[src/rtl/bit_count_seq.sv]
// Sequential bit-statistics engine: ones, zeros, trailing or leading zeros of a WIDTH-bit operand, one bit per clock.
// Define BITCOUNT_PARITY_EN to also report the operand parity captured at the accepting edge.
module bit_count_seq #(
  parameter int unsigned WIDTH = 8
) (
  input  logic                         clk,
  input  logic                         reset,
  input  logic [WIDTH-1:0]             in,
  input  logic [1:0]                   mode,
  input  logic                         start,
  output logic [$clog2(WIDTH+1)-1:0]   result,
  output logic                         busy,
  output logic                         done,
  output logic                         parity
);

  localparam int unsigned CW = $clog2(WIDTH + 1);

  localparam logic [1:0] MODE_ONES     = 2'b00;
  localparam logic [1:0] MODE_ZEROS    = 2'b01;
  localparam logic [1:0] MODE_TRAILING = 2'b10;
  localparam logic [1:0] MODE_LEADING  = 2'b11;

  typedef enum logic [1:0] {IDLE, RUN, DONE} state_t;

  state_t           state, state_nx;
  logic [WIDTH-1:0] a, a_nx;
  logic [1:0]       m, m_nx;
  logic [CW-1:0]    idx, idx_nx;
  logic [CW-1:0]    result_nx;
  logic             busy_nx, done_nx;
  logic             idx_last, term;

  // Termination test on the current shift-register contents
  always_comb begin
    idx_last = (idx == CW'(WIDTH));
    term     = 1'b0;
    case (m)
      MODE_ONES:     term = (a == '0);
      MODE_ZEROS:    term = idx_last;
      MODE_TRAILING: term = a[0] | idx_last;
      MODE_LEADING:  term = a[WIDTH-1] | idx_last;
      default:       term = 1'b1;
    endcase
  end

  always_comb begin
    state_nx  = state;
    a_nx      = a;
    m_nx      = m;
    idx_nx    = idx;
    result_nx = result;
    case (state)
      IDLE: begin
        if (start) begin
          a_nx      = in;
          m_nx      = mode;
          idx_nx    = '0;
          result_nx = '0;
          state_nx  = RUN;
        end
      end
      RUN: begin
        if (term) begin
          state_nx = DONE;
        end else begin
          case (m)
            MODE_ONES: begin
              result_nx = result + CW'(a[0]);
              a_nx      = a >> 1;
            end
            MODE_ZEROS: begin
              result_nx = result + CW'(~a[0]);
              a_nx      = a >> 1;
            end
            MODE_TRAILING: begin
              result_nx = result + CW'(1);
              a_nx      = a >> 1;
            end
            default: begin
              result_nx = result + CW'(1);
              a_nx      = a << 1;
            end
          endcase
          idx_nx = idx + CW'(1);
        end
      end
      DONE: begin
        // start is a level: only its release lets the engine re-arm
        if (!start) state_nx = IDLE;
      end
      default: state_nx = IDLE;
    endcase
    busy_nx = (state_nx == RUN);
    done_nx = (state_nx == DONE);
  end

  always_ff @(posedge clk or negedge reset) begin
    if (!reset) begin
      state  <= IDLE;
      a      <= '0;
      m      <= '0;
      idx    <= '0;
      result <= '0;
      busy   <= 1'b0;
      done   <= 1'b0;
    end else begin
      state  <= state_nx;
      a      <= a_nx;
      m      <= m_nx;
      idx    <= idx_nx;
      result <= result_nx;
      busy   <= busy_nx;
      done   <= done_nx;
    end
  end

`ifdef BITCOUNT_PARITY_EN
  // Parity of the accepted operand, independent of mode and early exit
  always_ff @(posedge clk or negedge reset) begin
    if (!reset)                    parity <= 1'b0;
    else if (state == IDLE && start) parity <= ^in;
  end
`else
  assign parity = 1'b0;
`endif

endmodule

[config.mk]
export PLATFORM = sky130hd
export DESIGN_NAME = bit_count_seq
export DESIGN_NICKNAME = d
export VERILOG_FILES = /design/src/rtl/bit_count_seq.sv
export SDC_FILE = /design/constraint.sdc
export NUM_CORES = 1
export LEC_CHECK = 0
export CORE_MARGIN = 2
export CORE_UTILIZATION = 45
export DETAILED_ROUTE_END_ITERATION = 8
export PLACE_DENSITY = 0.75
export SLEW_MARGIN = 5
export SYNTH_ARGS = -nofsm -noshare
export SYNTH_HDL_FRONTEND = slang
export SYNTH_SLANG_ARGS = --single-unit
[constraint.sdc]
create_clock -name clk -period 2.2 [get_ports clk]
set_input_delay 0.33 -clock clk [delete_from_list [all_inputs] [get_ports clk]]
set_output_delay 0.33 -clock clk [all_outputs]
set_load 0.01 [all_outputs]
==> flow_summary_export.csv, run 1 <==
group,metric,value,unit
power,cellInternalPower,1.18,mW
die,rows,19,
yosys,synth.avg_cell_area,9.74,um2
yosys,synthArstFlopShare,100,%
yosys,synth.lib_cells_used.distinct,33,
sta,max_freq,512,MHz
cells_and_area,antenna_cells_inserted,0,
routing,vias_per_cell,5.34,
clocking,worst_skew_pair.late_latency,0.31,ns
yosys,synth.top_cell.area_share,44.5,%
routing,final_antenna_net_count,0,
yosys,post_synthesis_sequential_area_ratio,44.5,%
power,fin_total_pwr,2.01,mW
yosys,syn-instance-count,127,
power,cellLeakagePower,0.671,nW
power,p_per_area,1360,nW/um2
clocking,cts_tree,"done",
sta,grt_setup_unrepaired,"false",
cells_and_area,drive_above_1_share,10.3,%
setup_path,timing.critical_path.from_type,"flop",
global_route,pin_count_of_the_biggest_net_entering_global_routing,23,
routing,postRouteWirelength,2.31,mm
setup_path,critical_path.max_stage_delay,0.52,ns
sta,timing_worst_slew_pin_value,0.564,ns
cells_and_area,layout.core_utilization,54.9,%
yosys,synth_top_cells_by_count,"nand2_1, dfrtp_1, mux2i_1, inv_1, mux2_2",
global_route,antenna_violations_before_repair,0,
yosys,postSynthNetCount,146,
yosys,synth.area.top_cells,"dfrtp_1, nand2_1, mux2i_1",
routing,detail_route.first_pass.iterations,4,
cells_and_area,nNetsFinal,165,
power,seqPwrFrac,37.9,%
placed_design,dp_worst_setup_slack,0.267,ns
die,core_area,2690,um2
clocking,cts_setup_buffers,0,
clocking,clkTransAtPathRegs,0.13,ns
global_route,globalRouteTotalUtil,16.7,%
global_route,grt_overflow_total,0,
sta,final_hold_violations,0,
global_route,first_pass_grt_wire_length,4.28,mm
yosys,number_of_synthesized_flops_with_an_enable_pin,0,
die,io-pin-count,20,
hold_path,hold_class,"in2async",
sta,finalClockSkew,0.00602,ns
clocking,cts_buffers,3,
clocking,holdBufCountCts,0,
yosys,synth.cell_area,1240,um2
sta,period_needed,1.95,ns
power,switching_share,41.1,%
power,power.share.combinational,50.7,%
routing,average_wire_per_cell_in_the_routed_design,13.1,um
clocking,cts.root.buffer_cell,"clkbuf_4",
clocking,cts-root-to-sink-buffers,2,
setup_path,worst_r2r_src,"idx[0]$_DFFE_PN0P_",
clocking,clock_tree.htree_level_count,1,
outcome,run_status,"complete, no violations",
sta,finalCritPeriodShare,88.8,%
yosys,synth_top_cell_by_area,"dfrtp_1",
setup_path,crit_path_end_kind,"flop",
placed_design,final_weighted_congestion_in_routability_driven_placement,0.772,
routing,num_vias,939,
job,drv.max_cap_violation_count,0,
routing,post-route-drc-count,0,
placed_design,port_buffers,18,
placed_design,hpwl,1.74,mm
power,worst_ir_drop_vdd,862,uV
yosys,synthesis.yosys.warnings,0,
die,die-height,56.4,um
cells_and_area,fillers,257,
clocking,postcts_resize_cnt,0,
setup_path,critPathSlowestCell,"a21oi_4",
yosys,yosys.cell_count.top_type,"nand2_1",
sta,final_worst_slack,0.247,ns
yosys,ys_seq_elements,22,
power,clock_power_share,11.3,%
cells_and_area,footprint_of_the_multi_input_gates,621,um2
setup_path,cp_required,2.44,ns
setup_path,arrival,2.19,ns
die,dieWidth,56.4,um
routing,drtIter0Drc,15,
die,dieArea,3190,um2
sta,fin_setup_tns,0,ns
sta,timing.final.setup_violations,0,
setup_path,crit_path_max_fanout,19,
clocking,number_of_clock_sinks,22,
setup_path,cp_cell_sequence,"inv_1 > ha_1 > nand2_1 > o221ai_1 > a21oi_4 > buf_4 > nand3_1 > o211ai_1",
yosys,synth-main-ff-cell,"dfrtp_1",
global_route,grt_pass1_vias,988,
cells_and_area,layout.area.seq,551,um2
setup_path,crit_path_kind,"reg2reg",
sta,slew_viol_final,0,
power,power.net_switching,826,uW
setup_path,setup.worst_path.start,"idx[0]$_DFFE_PN0P_",
cells_and_area,flow.area_growth_from_synthesis,19.2,%
die,initial_utilization,46.1,%
sta,slew-limit-headroom,62.3,%
## power groups by stage
stage	Clock [mW]	Combinational (mW)	Sequential [mW]
2_1_floorplan	0	0.811	0.719
3_3_place_gp	0	0.996	0.759
3_5_place_dp	0	1.03	0.772
4_1_cts	0.237	1.03	0.763
5_1_grt	0.254	1.16	0.793
6_report	0.228	1.02	0.763
## layout by cell type, fill, tap and decap left out, drive strengths merged
cell type / synthesis / layout
a211o: 1 / 1
a21o: 1 / 1
a21oi: 2 / 2
and2: 1 / 1
buf: 4 / 3
clkbuf: 3 / 4
clkdlybuf4s50: 0 / 18
conb: 1 / 1
dfrtp: 22 / 22
fa: 1 / 1
ha: 5 / 5
inv: 7 / 7
mux2: 6 / 6
mux2i: 9 / 9
nand2: 29 / 29
nand2b: 5 / 5
nand3: 3 / 3
nand3b: 1 / 1
nand4: 2 / 2
nor2: 1 / 1
nor2b: 1 / 1
nor4: 2 / 2
o211ai: 3 / 3
o21ai: 9 / 9
o221ai: 1 / 1
o22ai: 2 / 2
o31ai: 1 / 1
or3: 1 / 1
xnor2: 3 / 3
## final timing paths
kind / slack, ns / to / cells after the start
max: 0.25 / result[3]$_DFFE_PN0P_ / 8
min: 0.35 / result[1]$_DFFE_PN0P_ / 2
min in group clk: 0.50 / idx[3]$_DFFE_PN0P_ / 1
max in group asynchronous: 1.62 / m[0]$_DFFE_PN0P_ / 2
min reg2reg: 0.50 / idx[3]$_DFFE_PN0P_ / 1
max reg2reg: 0.25 / result[3]$_DFFE_PN0P_ / 8
## sequential cells by signal (all words and copies together), names as in the netlist
| register | flops |
|---|---|
| result | 4 |
| done | 1 |
| busy | 1 |
| a | 8 |
| state | 2 |
| m | 2 |
| idx | 4 |
## cells by family after synthesis
kind of cell	synth area share, %
simple gates	17.5
flops	44.5
compound gates	10.8
mux	12.7
buf+inv	5.36
fa+ha+maj	6.67
xor+xnor	2.12
other cells	0.303
## final cells by class
cell class	instances	share of cell area (%)
Multi-Input combinational cell	91	42.1
Sequential cell	22	37.3
Timing Repair Buffer	21	13.7
Tap cell	31	2.63
Clock buffer	4	2.46
Inverter	7	1.78
## stage by stage
stage,std cells,area [um2],hold slack [ns]
after global placement,172,1440,0.466
final,176,1480,0.348
after CTS,176,1480,0.354
after global routing,176,1480,0.397
after detailed placement,172,1440,0.504
after floorplan,127,1240,0.0344
## layer usage
metal,up-vias,GRT usage (%),share of wire [%]
met1,452,21.8,44
met4,0,4.76,0.56
met3,2,2.30,3.1
met5,-,0,0
li1,466,-,-
met2,19,28.9,52
## worst max-delay path, delay by kind of cell (launching register included)
kind / cells / cell delay [ns]
buf+inv: 2 / 0.30
compound gates: 3 / 0.79
simple gates: 2 / 0.15
flops: 1 / 0.45
fa+ha+maj: 1 / 0.19
Power figures use the tool's default switching activity.
==> run 2: changes to the inputs <==
clock period = 1.8 ns   (was 2.2 ns; I/O delays follow)
==> flow_summary_export.csv, run 2 (synthesized netlist as in run 1, its figures left out) <==
group,metric,value,unit
power,switching_share,39.8,%
setup_path,timing.critical_path.from_type,"flop",
clocking,clkTransAtPathRegs,0.12,ns
routing,detail_route.first_pass.iterations,4,
clocking,clock_tree.htree_level_count,1,
power,power.share.combinational,57.4,%
routing,average_wire_per_cell_in_the_routed_design,14.2,um
setup_path,critical_path.max_stage_delay,0.46,ns
power,worst_ir_drop_vdd,1230,uV
placed_design,placed_area,1480,um2
setup_path,critical-path-top-delay-family,"flip-flops",
die,core_area,2690,um2
clocking,cts-root-to-sink-buffers,2,
setup_path,worst-r2r-setup-slack,0.03,ns
cells_and_area,nNetsFinal,175,
routing,drtIter0Drc,23,
routing,final_antenna_net_count,0,
power,clock_power_share,9.7,%
die,die-height,56.4,um
sta,finalClockSkew,0.00280,ns
die,dieArea,3190,um2
cells_and_area,drive_above_1_share,21.3,%
sta,period_needed,1.77,ns
cells_and_area,max_ffs_per_register,8,
cells_and_area,flow.area_growth_from_synthesis,31.3,%
global_route,antenna_violations_before_repair,0,
clocking,cts_tree,"done",
sta,max_freq,566,MHz
power,power.net_switching,1.14,mW
clocking,holdBufCountCts,0,
global_route,grt_overflow_total,0,
cells_and_area,layout.core_utilization,60.5,%
placed_design,hpwl,1.82,mm
sta,slew_viol_final,0,
power,p_per_area,1760,nW/um2
cells_and_area,largest_register,"a",
sta,grt_setup_unrepaired,"true",
hold_path,hold_class,"in2async",
setup_path,cp_num_buf_inv,1,
die,dieWidth,56.4,um
placed_design,final_weighted_congestion_in_routability_driven_placement,0.814,
routing,post-route-drc-count,0,
sta,fin_setup_tns,0,ns
clocking,cts_buffers,3,
clocking,cts.root.buffer_cell,"clkbuf_4",
sta,finalCritPeriodShare,98.1,%
setup_path,critPathSlowestCell,"dfrtp_1",
routing,vias_per_cell,5.39,
routing,postRouteWirelength,2.65,mm
die,io-pin-count,20,
cells_and_area,reg.largest.list,"a x8, idx x4, result x4",
global_route,grt_pass1_vias,993,
setup_path,cp_cell_sequence,"nand2b_1 > inv_1 > ha_1 > a21o_1 > a21oi_2 > xnor2_2 > nand3b_1 > o211ai_1",
setup_path,arrival,1.97,ns
cells_and_area,antenna_cells_inserted,0,
die,rows,19,
setup_path,crit_path_kind,"reg2reg",
setup_path,crit_path_end_kind,"flop",
cells_and_area,layout.cells.most_common_list,"nand2_1, dfrtp_1, clkdlybuf4s50_1",
job,drv.max_cap_violation_count,0,
die,initial_utilization,46.1,%
cells_and_area,stdcell_area,1630,um2
power,cellInternalPower,1.73,mW
power,seqPwrFrac,32.9,%
global_route,pin_count_of_the_biggest_net_entering_global_routing,23,
outcome,run_status,"complete, no violations",
sta,finalHoldWorstSlack,0.286,ns
setup_path,cp_required,2.01,ns
routing,num_vias,1002,
global_route,first_pass_grt_wire_length,4.41,mm
cells_and_area,layout.cells.most_common,"nand2_1",
setup_path,crit_path_max_fanout,5,
sta,timing.final.setup_violations,0,
sta,final_hold_violations,0,
cells_and_area,fillers,237,
clocking,worst_skew_pair.late_latency,0.31,ns
placed_design,port_buffers,18,
clocking,number_of_clock_sinks,22,
power,cellLeakagePower,0.740,nW
global_route,globalRouteTotalUtil,17.5,%
-- run 2: cell types whose count changed in the layout (fill, tap and decap cells not counted), moves of 2 or more --
cell / delta
o21ai_1: +2
buf_4: +7
dfrtp_2: +2
nor4_1: -2
nor4_2: +2
dfrtp_1: -2
o21ai_0: -2
-- run 2: worst paths after layout --
path,startpoint,end,cells past startpoint
worst max-delay path,m[1]$_DFFE_PN0P_,result[3]$_DFFE_PN0P_,8
worst min-delay path,reset,result[2]$_DFFE_PN0P_,2
worst max register to register,m[1]$_DFFE_PN0P_,result[3]$_DFFE_PN0P_,8
worst min register to register,idx[3]$_DFFE_PN0P_,idx[3]$_DFFE_PN0P_,1
max in group asynchronous,reset,m[0]$_DFFE_PN0P_,2
min in group clk,in[1],a[1]$_DFFE_PN0P_,3
-- run 2: area by class of cell --
type,instances,area [um2],area share [%]
inverter,7,26.3,1.62
timing repair buffer,31,312,19.2
multi-input combinational,91,659,40.6
tap,31,38.8,2.39
clock buffer,4,36.3,2.23
sequential,22,553,34.0
-- run 2: power groups by stage --
stage          sequential [mW]  clock, mW  combinational [mW]
2_1_floorplan            0.879          0               0.992
3_3_place_gp             0.913          0                1.34
3_5_place_dp             0.923          0                1.40
4_1_cts                  0.907      0.284                1.44
5_1_grt                  0.968      0.310                1.83
6_report                 0.943      0.277                1.64
-- run 2: worst reg2reg max path, cell delays in order (launching register included) --
cell	delay [ns]
dfrtp_1	0.46
nand2b_1	0.19
inv_1	0.08
ha_1	0.23
a21o_1	0.19
a21oi_2	0.18
xnor2_2	0.13
nand3b_1	0.12
o211ai_1	0.08
-- run 2: per-stage QoR --
step | std cells | power (mW) | setup WS, ns
floorplan | 127 | 1.87 | 0.0170
global placement | 176 | 2.25 | 0.0467
detailed placement | 176 | 2.33 | -0.0299
CTS | 182 | 2.63 | 0.0130
global route | 186 | 3.11 | -0.0841
finish | 186 | 2.87 | 0.0344
-- run 2: layer usage --
layer	vias up	wire, um	track usage [%]
li1	485	-	-
met1	494	1050	20.1
met2	18	1470	31.9
met3	5	94	4.38
met4	0	32	4.76
met5	-	0	0
-- run 2: what timing repair did --
action                                  4_1_cts  5_1_grt
hold endpoints to repair                      0        0
resized for setup                             0       11
pin swaps                                     1        3
gates cloned                                  0        1
setup buffers                                 2        3
endpoints found under the setup margin        6       10
==> run 3: changes to the inputs <==
==> constraint.sdc (replaced) <==
create_clock -name clk -period 1.8 [get_ports clk]
set_input_delay 0.18 -clock clk [delete_from_list [all_inputs] [get_ports clk]]
set_output_delay 0.18 -clock clk [all_outputs]
set_load 0.01 [all_outputs]
==> results of run 3 <==
The final DEF is identical to that of run 2. Status: complete, no violations.
Main changes from that run: hold slack 0.286 ns -> 0.196 ns
==> RTL edit (config.mk and constraints of run 3) <==
Set the parameter `WIDTH` to 4 (it was 8).
--- a/src/rtl/bit_count_seq.sv
+++ b/src/rtl/bit_count_seq.sv
@@ -1,7 +1,7 @@
 // Sequential bit-statistics engine: ones, zeros, trailing or leading zeros of a WIDTH-bit operand, one bit per clock.
 // Define BITCOUNT_PARITY_EN to also report the operand parity captured at the accepting edge.
 module bit_count_seq #(
-  parameter int unsigned WIDTH = 8
+  parameter int unsigned WIDTH = 4
 ) (
   input  logic                         clk,
   input  logic                         reset,
Ports: changed (resized in and result); port bits go from 20 to 15. The function was not compared with the original's and may differ.
==> RTL edit against run 3 <==
- the run now ends with negative setup slack left
- core utilization rose by 2.7 points
- setup slack got worse by 0.035 ns
- power fell by 22%
- design area fell by 25%
- cell count fell by 24%
- synthesized cell count fell by 30%
- synthesized area fell by 27%
- sequential cell count fell by 6
- via count fell by 27%
- clock power fell by 14%
- critical path depth fell by 1
- combinational power fell by 18%
- routed wire length fell by 31%
- critical endpoint is now result[1]
- highest routed layer unchanged
==> RTL edit: results (changes against run 3) <==
biggest regs=a: 4 flops, idx: 3 flops, result: 3 flops; Setup WS post-layout=-0.000515 ns (-0.0350 ns); multiplexer share of the synthesized area=14.3% (+1.5 points); dpl cell area=1130 µm² (-24%); Port Buffer Count=13 (-5); WL met3=72 µm (-23%); GR Layer Usage met1=19.3% (-0.74 points); top cells by area, synth=dfrtp_1, mux2_2, mux2i_1; Max FO, Critical Path=4 (-1); Fin Hold WS=0.186 ns (-0.0103 ns); Synth Area in Compound Gates=12.3% (+1.5 points); largest net degree at the start of global routing=12 (-48%); cell family with most CP delay=adder cells; clock slew at reported path FFs=0.09 ns (-0.03 ns); metal2 WL=906 µm (-38%); Tot GR Track Use=17.2% (-0.31 points); Worst-Skew Late Latency=0.29 ns (-0.02 ns); Setup Slack @ Placement=-0.102 ns (-0.0725 ns); capturing point of the worst reg2reg path=result[1]; Placed Cells incl. Taps=136 (-23%); hold crit path type=input port to asynchronous set/reset pin; vias=731 (-27%); crit path DAT=1.98 ns; post-synth cell types=31 (-6.1%); sequential share of the synthesized area=44.3% (-0.17 points); slowest stage delay, CP=0.51 ns (+0.05 ns); adder-cell share of the synthesized area=6.37% (-0.30 points); worst clock skew=0.00358 ns (+0.000788 ns); gpl congestion=0.787 (-3.3%); M3 GR Usage=3.99% (-0.39 points); failing checks=negative setup slack; met2 Usage GRT=29.9% (-2.0 points); Gate Count Post-Synth=89 (-30%); Post-Synth XOR/XNOR Area=0.970% (-1.2 points); hpwl dp=1330 µm (-27%); vias per inst=5.15 (-4.4%); CP max-delay cell=fa_2; vias in the first global route=757 (-24%); status=finished, violations left; P per Cell Area=1830 nW/µm² (+3.8%); fillcell total=160 (-32%); Setup Viol. Count Final=1 (+1); sequential cell fraction of total power=29.2% (-3.7 points); ranking of synthesized cells by instance count=dfrtp_1, nand2_1, inv_1, mux2_2, nor2_1; final setup TNS=-0.000515 ns (-0.000515 ns); Comb power=0.00134 W (-18%); post-synth net total=102 (-30%); wire per inst=12.8 µm (-10%); wire length of the first global-routing pass=3130 µm (-29%); R2R cell count=7 (-1); nets=129 (-26%); sw frac=37.8% (-2.0 points); Multi-input gate area=493 µm² (-25%); DR iter-0 viols=16 (-30%); Largest register FFs=4 (-4); static leakage=0.579 nW (-22%); DRT met1 WL=793 µm (-24%); TritonCTS Buffers=3 (unchanged)
## RTL edit: cell count changes after synthesis, moves of 4 or more
cell / delta
nand2_1: -19
nor2_1: +6
mux2i_1: -4
dfrtp_1: -6
o21ai_1: -4
## RTL edit: layout make-up
type,count,share of cell area [%]
inverters,7,2.16
flip-flops and latches,16,33.0
clock buffers,4,2.99
multi-input cells,64,40.6
well taps,27,2.78
repair buffers,24,18.5
## RTL edit: worst max path at each step
stage	from	endpoint	slack, ns	cells after the start
CTS	m[0]	result[2]	-0.02	8
detailed placement	m[0]	result[2]	-0.10	8
global placement	m[0]	result[2]	0.03	8
floorplan	m[0]	result[2]	0.03	8
global route	m[0]	result[2]	-0.14	8
finish	m[0]	result[1]	-0.0005	7
## RTL edit: what timing repair did
item | CTS | global route
endpoints found under the setup margin | 2 | 8
pin swaps | 1 | 2
resized for setup | 1 | 5
hold endpoints to repair | 0 | 0
setup buffers | 0 | 2
